--- src/rtl/stump_reg_dump.sv ---
// stump_reg_dump: debug read-out engine for the Stump register bank port C.
// On an accepted start it walks the registers selected by reg_mask in
// ascending order. It snapshots each one through read_addr_C/read_data_C and
// streams a tag byte plus two payload bytes per register over a valid/ready
// byte interface. It never writes the bank.
//
// Build option: define STUMP_DUMP_CSUM_EN to append a checksum byte. The byte
// is the 8-bit sum of every byte sent, and it carries out_last.
//
// Ports:
//   clk, rst         clock; synchronous active-high reset
//   start, reg_mask  dump request and register select mask (sampled in IDLE)
//   busy, done       engine active; 1-cycle completion pulse
//   read_addr_C      registered bank read address
//   read_data_C      combinational bank read data
//   out_data/out_valid/out_ready/out_last   byte stream to the host link
module stump_reg_dump #(
  parameter int unsigned NUM_REGS = 8,
  parameter int unsigned DATA_W   = 16,
  parameter logic [4:0]  TAG_HI   = 5'b10100,
  localparam int unsigned IDX_W   = 3,
  localparam int unsigned BYTE_W  = 8
) (
  input  logic                clk,
  input  logic                rst,
  input  logic                start,
  input  logic [NUM_REGS-1:0] reg_mask,
  output logic                busy,
  output logic                done,
  output logic [IDX_W-1:0]    read_addr_C,
  input  logic [DATA_W-1:0]   read_data_C,
  output logic [BYTE_W-1:0]   out_data,
  output logic                out_valid,
  input  logic                out_ready,
  output logic                out_last
);

  typedef enum logic [2:0] {
    S_IDLE,
    S_LOAD,
    S_TAG,
    S_HI,
    S_LO,
`ifdef STUMP_DUMP_CSUM_EN
    S_CSUM,
`endif
    S_FIN
  } state_t;

  state_t              state_q, state_d;
  logic [NUM_REGS-1:0] pending_q, pending_d;
  logic [IDX_W-1:0]    addr_q, addr_d;
  logic [DATA_W-1:0]   snap_q, snap_d;
  logic [BYTE_W-1:0]   out_data_q, out_data_d;
  logic                out_valid_q, out_valid_d;
  logic                out_last_q, out_last_d;
  logic                busy_q, busy_d;
  logic                done_q, done_d;
  logic                xfer;
`ifdef STUMP_DUMP_CSUM_EN
  logic [BYTE_W-1:0]   csum_q, csum_d;
`endif

  // Index of the lowest set bit; callers only use it on a nonzero mask.
  function automatic logic [IDX_W-1:0] low_idx(input logic [NUM_REGS-1:0] m);
    logic [IDX_W-1:0] r;
    r = '0;
    for (int i = NUM_REGS - 1; i >= 0; i--) begin
      if (m[i]) r = IDX_W'(i);
    end
    return r;
  endfunction

  // Mask with the given index cleared.
  function automatic logic [NUM_REGS-1:0] clr_bit(input logic [NUM_REGS-1:0] m,
                                                  input logic [IDX_W-1:0]    idx);
    return m & ~(NUM_REGS'(1) << idx);
  endfunction

  assign xfer = out_valid_q & out_ready;

  // Next-state and registered-output logic.
  always_comb begin
    state_d     = state_q;
    pending_d   = pending_q;
    addr_d      = addr_q;
    snap_d      = snap_q;
    out_data_d  = out_data_q;
    out_valid_d = out_valid_q;
    out_last_d  = out_last_q;
    done_d      = 1'b0;
`ifdef STUMP_DUMP_CSUM_EN
    csum_d      = xfer ? csum_q + out_data_q : csum_q;
`endif

    case (state_q)
      S_IDLE: begin
        if (start) begin
`ifdef STUMP_DUMP_CSUM_EN
          csum_d = '0;
`endif
          if (|reg_mask) begin
            addr_d    = low_idx(reg_mask);
            pending_d = clr_bit(reg_mask, low_idx(reg_mask));
            state_d   = S_LOAD;
          end else begin
`ifdef STUMP_DUMP_CSUM_EN
            // Empty dump still sends the (zero) checksum byte.
            out_valid_d = 1'b1;
            out_data_d  = '0;
            out_last_d  = 1'b1;
            state_d     = S_CSUM;
`else
            done_d  = 1'b1;
            state_d = S_FIN;
`endif
          end
        end
      end

      S_LOAD: begin
        // Snapshot so later bank writes cannot change bytes in flight.
        snap_d      = read_data_C;
        out_valid_d = 1'b1;
        out_data_d  = {TAG_HI, addr_q};
        out_last_d  = 1'b0;
        state_d     = S_TAG;
      end

      S_TAG: begin
        if (xfer) begin
          out_data_d = snap_q[DATA_W-1 -: BYTE_W];
          state_d    = S_HI;
        end
      end

      S_HI: begin
        if (xfer) begin
          out_data_d = snap_q[BYTE_W-1:0];
`ifdef STUMP_DUMP_CSUM_EN
          out_last_d = 1'b0;
`else
          out_last_d = (pending_q == '0);
`endif
          state_d    = S_LO;
        end
      end

      S_LO: begin
        if (xfer) begin
          if (pending_q != '0) begin
            addr_d      = low_idx(pending_q);
            pending_d   = clr_bit(pending_q, low_idx(pending_q));
            out_valid_d = 1'b0;
            out_last_d  = 1'b0;
            state_d     = S_LOAD;
          end else begin
`ifdef STUMP_DUMP_CSUM_EN
            // Checksum must include the LO byte being accepted now.
            out_data_d = csum_q + out_data_q;
            out_last_d = 1'b1;
            state_d    = S_CSUM;
`else
            out_valid_d = 1'b0;
            out_last_d  = 1'b0;
            done_d      = 1'b1;
            state_d     = S_FIN;
`endif
          end
        end
      end

`ifdef STUMP_DUMP_CSUM_EN
      S_CSUM: begin
        if (xfer) begin
          out_valid_d = 1'b0;
          out_last_d  = 1'b0;
          done_d      = 1'b1;
          state_d     = S_FIN;
        end
      end
`endif

      S_FIN: begin
        state_d = S_IDLE;
      end

      default: begin
        state_d = S_IDLE;
      end
    endcase

    busy_d = (state_d != S_IDLE);
  end

  // State and output registers.
  always_ff @(posedge clk) begin
    if (rst) begin
      state_q     <= S_IDLE;
      pending_q   <= '0;
      addr_q      <= '0;
      snap_q      <= '0;
      out_data_q  <= '0;
      out_valid_q <= 1'b0;
      out_last_q  <= 1'b0;
      busy_q      <= 1'b0;
      done_q      <= 1'b0;
`ifdef STUMP_DUMP_CSUM_EN
      csum_q      <= '0;
`endif
    end else begin
      state_q     <= state_d;
      pending_q   <= pending_d;
      addr_q      <= addr_d;
      snap_q      <= snap_d;
      out_data_q  <= out_data_d;
      out_valid_q <= out_valid_d;
      out_last_q  <= out_last_d;
      busy_q      <= busy_d;
      done_q      <= done_d;
`ifdef STUMP_DUMP_CSUM_EN
      csum_q      <= csum_d;
`endif
    end
  end

  assign busy        = busy_q;
  assign done        = done_q;
  assign read_addr_C = addr_q;
  assign out_data    = out_data_q;
  assign out_valid   = out_valid_q;
  assign out_last    = out_last_q;

endmodule

--- config.mk ---
export PLATFORM = sky130hd
export DESIGN_NAME = stump_reg_dump
export DESIGN_NICKNAME = d
export VERILOG_FILES = /design/src/rtl/stump_reg_dump.sv
export SDC_FILE = /design/constraint.sdc
export NUM_CORES = 1
export LEC_CHECK = 0
export CAP_MARGIN = 20
export CORE_ASPECT_RATIO = 0.9
export CORE_MARGIN = 2
export CORE_UTILIZATION = 51
export CTS_CLUSTER_DIAMETER = 60
export DETAILED_ROUTE_END_ITERATION = 6
export PLACE_DENSITY = 0.87
export SLEW_MARGIN = 20
export SYNTH_ARGS = -nofsm -noshare
export SYNTH_HDL_FRONTEND = slang
export SYNTH_SLANG_ARGS = --single-unit
--- constraint.sdc ---
create_clock -name clk -period 1.92 [get_ports clk]
set_input_delay 0.48 -clock clk [delete_from_list [all_inputs] [get_ports clk]]
set_output_delay 0.48 -clock clk [all_outputs]
set_load 0.02 [all_outputs]
# Yosys cells after proc, flatten, opt, wreduce, memory -nomap -nowiden
# Cells that the tools add are included.
dict set report word_totals {
  latch_bits 0
  ramBits 0
  memories 0
  regBits 42
  romBits 0
  in_bits 28
}
dict set report op_classes {
  bitwise 5
  n_eq_ne 10
  shifts 2
  n_reduce_logical 13
  div_mod_pow 0
  addsub 0
  n_lt_le_gt_ge 0
  mul 0
  mux 47
}
# cell count
set ops {}
lappend ops {{3-bit two-way mux} 28}
lappend ops {{8-bit two-way mux} 6}
lappend ops {{8-bit one-hot mux with 3 select lines} 1}
lappend ops {{8-bit AND} 2}
lappend ops {{8-bit inverter} 2}
lappend ops {{8-bit one-hot mux with 2 select lines} 1}
lappend ops {{1-bit by 3-bit << shifter with 8-bit output, first input constant} 2}
lappend ops {{3-bit one-hot mux with 5 select lines} 1}
lappend ops {{2-bit != test, second input constant} 6}
lappend ops {{3-bit nonzero test} 3}
lappend ops {{8-bit logical NOT} 1}
lappend ops {{8-bit nonzero test} 1}
lappend ops {{8-bit OR reduction} 1}
lappend ops {{3-bit by 2-bit equality test with 1-bit output, second input constant} 2}
lappend ops {{1-bit two-way mux} 6}
lappend ops {{3-bit one-hot mux with 2 select lines} 1}
lappend ops {{3-bit AND reduction} 2}
lappend ops {{5-bit AND reduction} 1}
lappend ops {{1-bit one-hot mux with 2 select lines} 2}
lappend ops {{2-bit nonzero test} 2}
lappend ops {{3-bit by 1-bit equality test with 1-bit output, second input constant} 1}
lappend ops {{3-bit equality test, second input constant} 1}
lappend ops {{3-bit logical NOT} 1}
lappend ops {{1-bit one-hot mux with 3 select lines} 1}
lappend ops {{other kinds (2)} 2}

# Depth between registers and ports, before layout
# Gate-level depths: netlist of the first run.
dict set report logic_depth {
  ltp_word 17
  ltp_mapped 7
  mapped_depth_nobuf 5
}

# Worst setup path before layout of the first run
# OpenSTA, ideal clock, no wires.
dict set report synth_timing {
  path_kind {input to register}
  from {input reg_mask[3]}
  to {register busy_q, in the netlist busy}
  setup_time_ps 59
  path_slack_ps 135
  t_required_ps 1861
  cell_stages 5
  arrival_time_ps 1727
  path_cell_list {or4_1 nor2_2 a21oi_1 a221oi_2 a31o_1}
}
dict set report synth_between {
  elab_chain_cells 5
}
# element line_no
set synth_rtl {}
lappend synth_rtl {{start: declaration} 27} ;# input logic [NUM_REGS-1:0] reg_mask,
lappend synth_rtl {{8-bit OR reduction} 102} ;# if (|reg_mask) begin
lappend synth_rtl {{3-bit two-way mux} 102}
lappend synth_rtl {{3-bit two-way mux} 98} ;# if (start) begin
lappend synth_rtl {{3-bit one-hot mux with 5 select lines} 96} ;# case (state_q)
lappend synth_rtl {{3-bit nonzero test} 193} ;# busy_d = (state_d != S_IDLE);
lappend synth_rtl {{end signal: assignment} 219} ;# busy_q <= busy_d;
lappend synth_rtl {{end: declaration} 57} ;# logic busy_q, busy_d;
# No other way between the ends.
# A chain may end at the register's enable or synchronous reset.

# Worst setup path in the final report of the first run
dict set report layout_timing {
  from {register pending_q[7]}
  to {register pending_q[6]}
}
dict set report layout_between {
  elab_chain_cells 17
  elab_cells_between_ends 20
}
# element line_no
set layout_rtl {}
lappend layout_rtl {{start: declaration} 51} ;# logic [NUM_REGS-1:0] pending_q, pending_d;
lappend layout_rtl {{start signal: assignment} 213} ;# pending_q <= pending_d;
lappend layout_rtl {{3-bit two-way mux (8 in series)} 69} ;# if (m[i]) r = IDX_W'(i);
lappend layout_rtl {{3-bit two-way mux (2 in series)} --}
lappend layout_rtl {{3-bit two-way mux} 96}
lappend layout_rtl {{1-bit by 3-bit << shifter with 8-bit output} 77} ;# return m & ~(NUM_REGS'(1) << idx);
lappend layout_rtl {{8-bit inverter} 77}
lappend layout_rtl {{8-bit AND} 77}
lappend layout_rtl {{8-bit two-way mux} 151} ;# if (pending_q != '0) begin
lappend layout_rtl {{8-bit two-way mux} 150} ;# if (xfer) begin
lappend layout_rtl {{8-bit one-hot mux with 2 select lines} 96}
# Several ways; a longest one is shown, not always the timed one. The select of a mux whose other input is x is not followed.

==> reports/qor.txt, run 1 <==
Antenna violations before repair: 0
Worst R2R Start: pending_q[7]$_SDFFE_PP0P_
Port Buffer Count: 42
Worst reg2reg path depth: 5
Fill cell count: 303
DP Cell Count: 373
Layout area overhead: 41.8%
Hold Buf Count CTS: 0
Ys flop type: dfxtp_1
Met1 wire length: 2580 um
RD Place Congestion: 0.867
Clk_skew: 0.00467 ns
Post-synth ARST share: 0%
Worst Max-Slew Pin Slew: 0.561 ns
ANT cells: 0
Headroom to the max-slew limit: 62.5%
Largest net degree at the start of global routing: 41
Clk Latency, worst-skew pair: 0.30 ns
Seq/Total Area, Yosys: 40.1%
First-pass GRT wire length: 9240 um
Syn Area/Cell: 7.84 sq um
WP data required: 2.17 ns
Total CTS buffers: 5
Vias in the first global route: 1,950
Total length of routed met3 wires: 281 um
Area leader, netlist: dfxtp_1
Bufs and invs on worst path: 0
Synth top area share: 40.1%
Worst Setup Path Type: reg -> reg
Final hold vios: 0
FF-to-FF End: pending_q[6]$_SDFFE_PP0P_
CP max-delay cell: or4_4
Final net count: 362
Via density: 5.66
Yosys warning count: 0
Tmin final: 1.88 ns
Unique cell type count in the Yosys netlist: 48
Critical Path AT: 2.12 ns
Final ANT Viol Nets: 0
Area of the multi-input gates: 1230 sq um
Utilization after layout: 73.9%
Hold Path Stages: 2
Hold Path End: snap_q[4]$_SDFFE_PP0P_
Share of layout cells above drive strength 1: 17.0%
Fmax: 533 MHz
Number of remaining DRC errors: 0
Final Setup Violations: 0
Commonest non-fill, non-tap cells in the layout: 53 x nand2_1, 42 x dfxtp_1, 34 x clkdlybuf4s50_1, 29 x a21oi_1, 28 x buf_4
Max_cap viols: 0
Ports: 43
Root buf cell: clkbuf_8
#FFs+latches synth: 42
Die X: 71.6 um
Tcrit/Tclk final: 97.8%
Setup TNS: 0 ns
WL/cell: 15.1 um
Synth Net Count: 295
Uppermost layer routed: met4
H-tree Lvls: 2
Max-slew violation count: 0
Seq. cell area: 841 sq um
Met2 routed WL: 2840 um
DP HPWL: 4090 um
Crit-path cells: or4_4 > nor3b_4 > o22ai_4 > a311oi_2 > a31o_1
Startpoint types: register
DP Area: 2760 sq um
Grt ovf: 0
DRT Pass-1 Iters: 5
Hold_sp: snap_q[4]$_SDFFE_PP0P_
Row cnt: 22
Final wirelength: 5770 um
Sink Count: 42
Initial Utilization: 52.1%
Area contributors post-synth: dfxtp_1 40%, nand2_1 9.5%, a21oi_1 7.2%, nor2_1 4.7%, mux2i_1 3.8%
Critical path endpoint category: register
Die Y: 64.8 um
Worst vdd rail ir drop: 0.401 mV
Crit-path leading delay family: simple AND/OR/NAND/NOR gates
Max Root-Sink Buffers: 2
Total GRT Usage: 25.4%
TritonCTS clock tree: yes
Cell count after synthesis: 267
Die area: 4640 sq um
Final Cell Area: 2970 sq um
Status: completed
Fin cells: 383
Most common cell after layout, fill and taps aside: nand2_1
Core footprint: 4020 sq um
Worst min path class: reg -> reg
Critical-path maximum fanout: 7
Post-synth EDFFs: 0
Lkg Pwr: 0.00116 uW
Clock Pin Slew Worst Setup and Hold Paths: 0.08 ns
Mapped Area: 2090 sq um
Via count: 2,166
CP max stage delay: 0.58 ns
DR iter-0 viols: 171
PwrDens: 735 nW/um^2
R2r setup slk: 0.04 ns
[stage by stage]
step / setup WS [ns] / total power [uW] / hold slack, ns
after floorplan: 0.135 / 1250 / 0.436
after global placement: -0.362 / 1450 / 0.443
after detailed placement: -0.450 / 1470 / 0.446
after CTS: 0.00422 / 2160 / 0.458
after global routing: -0.0115 / 2260 / 0.476
final: 0.0426 / 2180 / 0.458
[repair_timing]
action / in CTS / in global routing
endpoints found under the hold margin: 0 / 0
pin swaps: 3 / 10
endpoints found under the setup margin: 13 / 11
resized for setup: 7 / 16
setup buffers: 1 / 1
[registers in the layout, indices dropped and copies added, names as in the netlist]
name         flops
busy             1
done             1
out_data         8
out_last         1
out_valid        1
pending_q        8
read_addr_C      3
snap_q          16
state_q          3
[cell type report]
cell class	count	share of cell area (%)
timing repair buffer	74	23.7
sequential	42	28.3
clock inverter	2	1.26
tap	48	2.02
inverter	5	0.632
multi-input combinational	206	41.6
clock buffer	6	2.44
[worst max path at each step]
stage,endpoint,startpoint,cells after the start
6_report,pending_q[6]$_SDFFE_PP0P_,pending_q[7]$_SDFFE_PP0P_,5
5_1_grt,read_addr_C[1]$_SDFFE_PP0P_,pending_q[7]$_SDFFE_PP0P_,5
4_1_cts,busy$_SDFF_PP0_,reg_mask[6],6
3_5_place_dp,busy$_SDFF_PP0_,reg_mask[3],6
3_3_place_gp,busy$_SDFF_PP0_,reg_mask[3],6
2_1_floorplan,busy$_SDFF_PP0_,reg_mask[3],5
[power by group]
part / switching (uW) / total [uW] / internal [uW] / leakage (uW)
logic: 260 / 505 / 245 / 0.000766
registers: 47.6 / 969 / 921 / 0.000343
clock network: 320 / 708 / 388 / 0.0000514
[metal layers]
layer  vias up  global-route usage [%]
li1       1085                       -
met5         -                       0
met2        65                    40.7
met4         0                    6.84
met1      1009                    35.7
met3         7                    3.89
[cells in the mapped netlist, types with 2 or more instances]
library cell	count
nor2b_1	4
a21oi_1	30
or4_1	2
nand2b_1	4
a211oi_1	3
a31o_1	2
nor3_1	14
a32oi_1	2
and2_1	2
a21o_1	3
o31ai_1	3
o21ai_0	9
dfxtp_1	42
a31oi_1	2
o211ai_1	5
nand2_1	53
a311oi_1	3
clkbuf_1	10
mux2i_1	8
nand3_1	5
buf_2	2
inv_1	5
buf_1	2
nor4_1	2
nor2_1	26
or2_1	2
[worst reg2reg max path, cell delays in order, from the launching register on]
cell,delay (ns)
dfxtp_1,0.32
or4_4,0.58
nor3b_4,0.39
o22ai_4,0.20
a311oi_2,0.23
a31o_1,0.12
[kinds of logic after synthesis]
| family | Yosys count | share of synthesized area [%] |
|---|---|---|
| flops | 42 | 40.1 |
| compound gates | 75 | 24.4 |
| simple gates | 122 | 27.7 |
| mux | 8 | 3.82 |
| buf+inv | 19 | 3.52 |
| xor+xnor | 1 | 0.418 |
Note: power is estimated with default switching activity, not from simulation.
==> inputs of run 2 (changes only) <==
Settings changed: CTS_CLUSTER_SIZE from default to 14.
==> results of run 2 <==
Same layout as run 1: the final DEF is identical, and so are final timing and power.
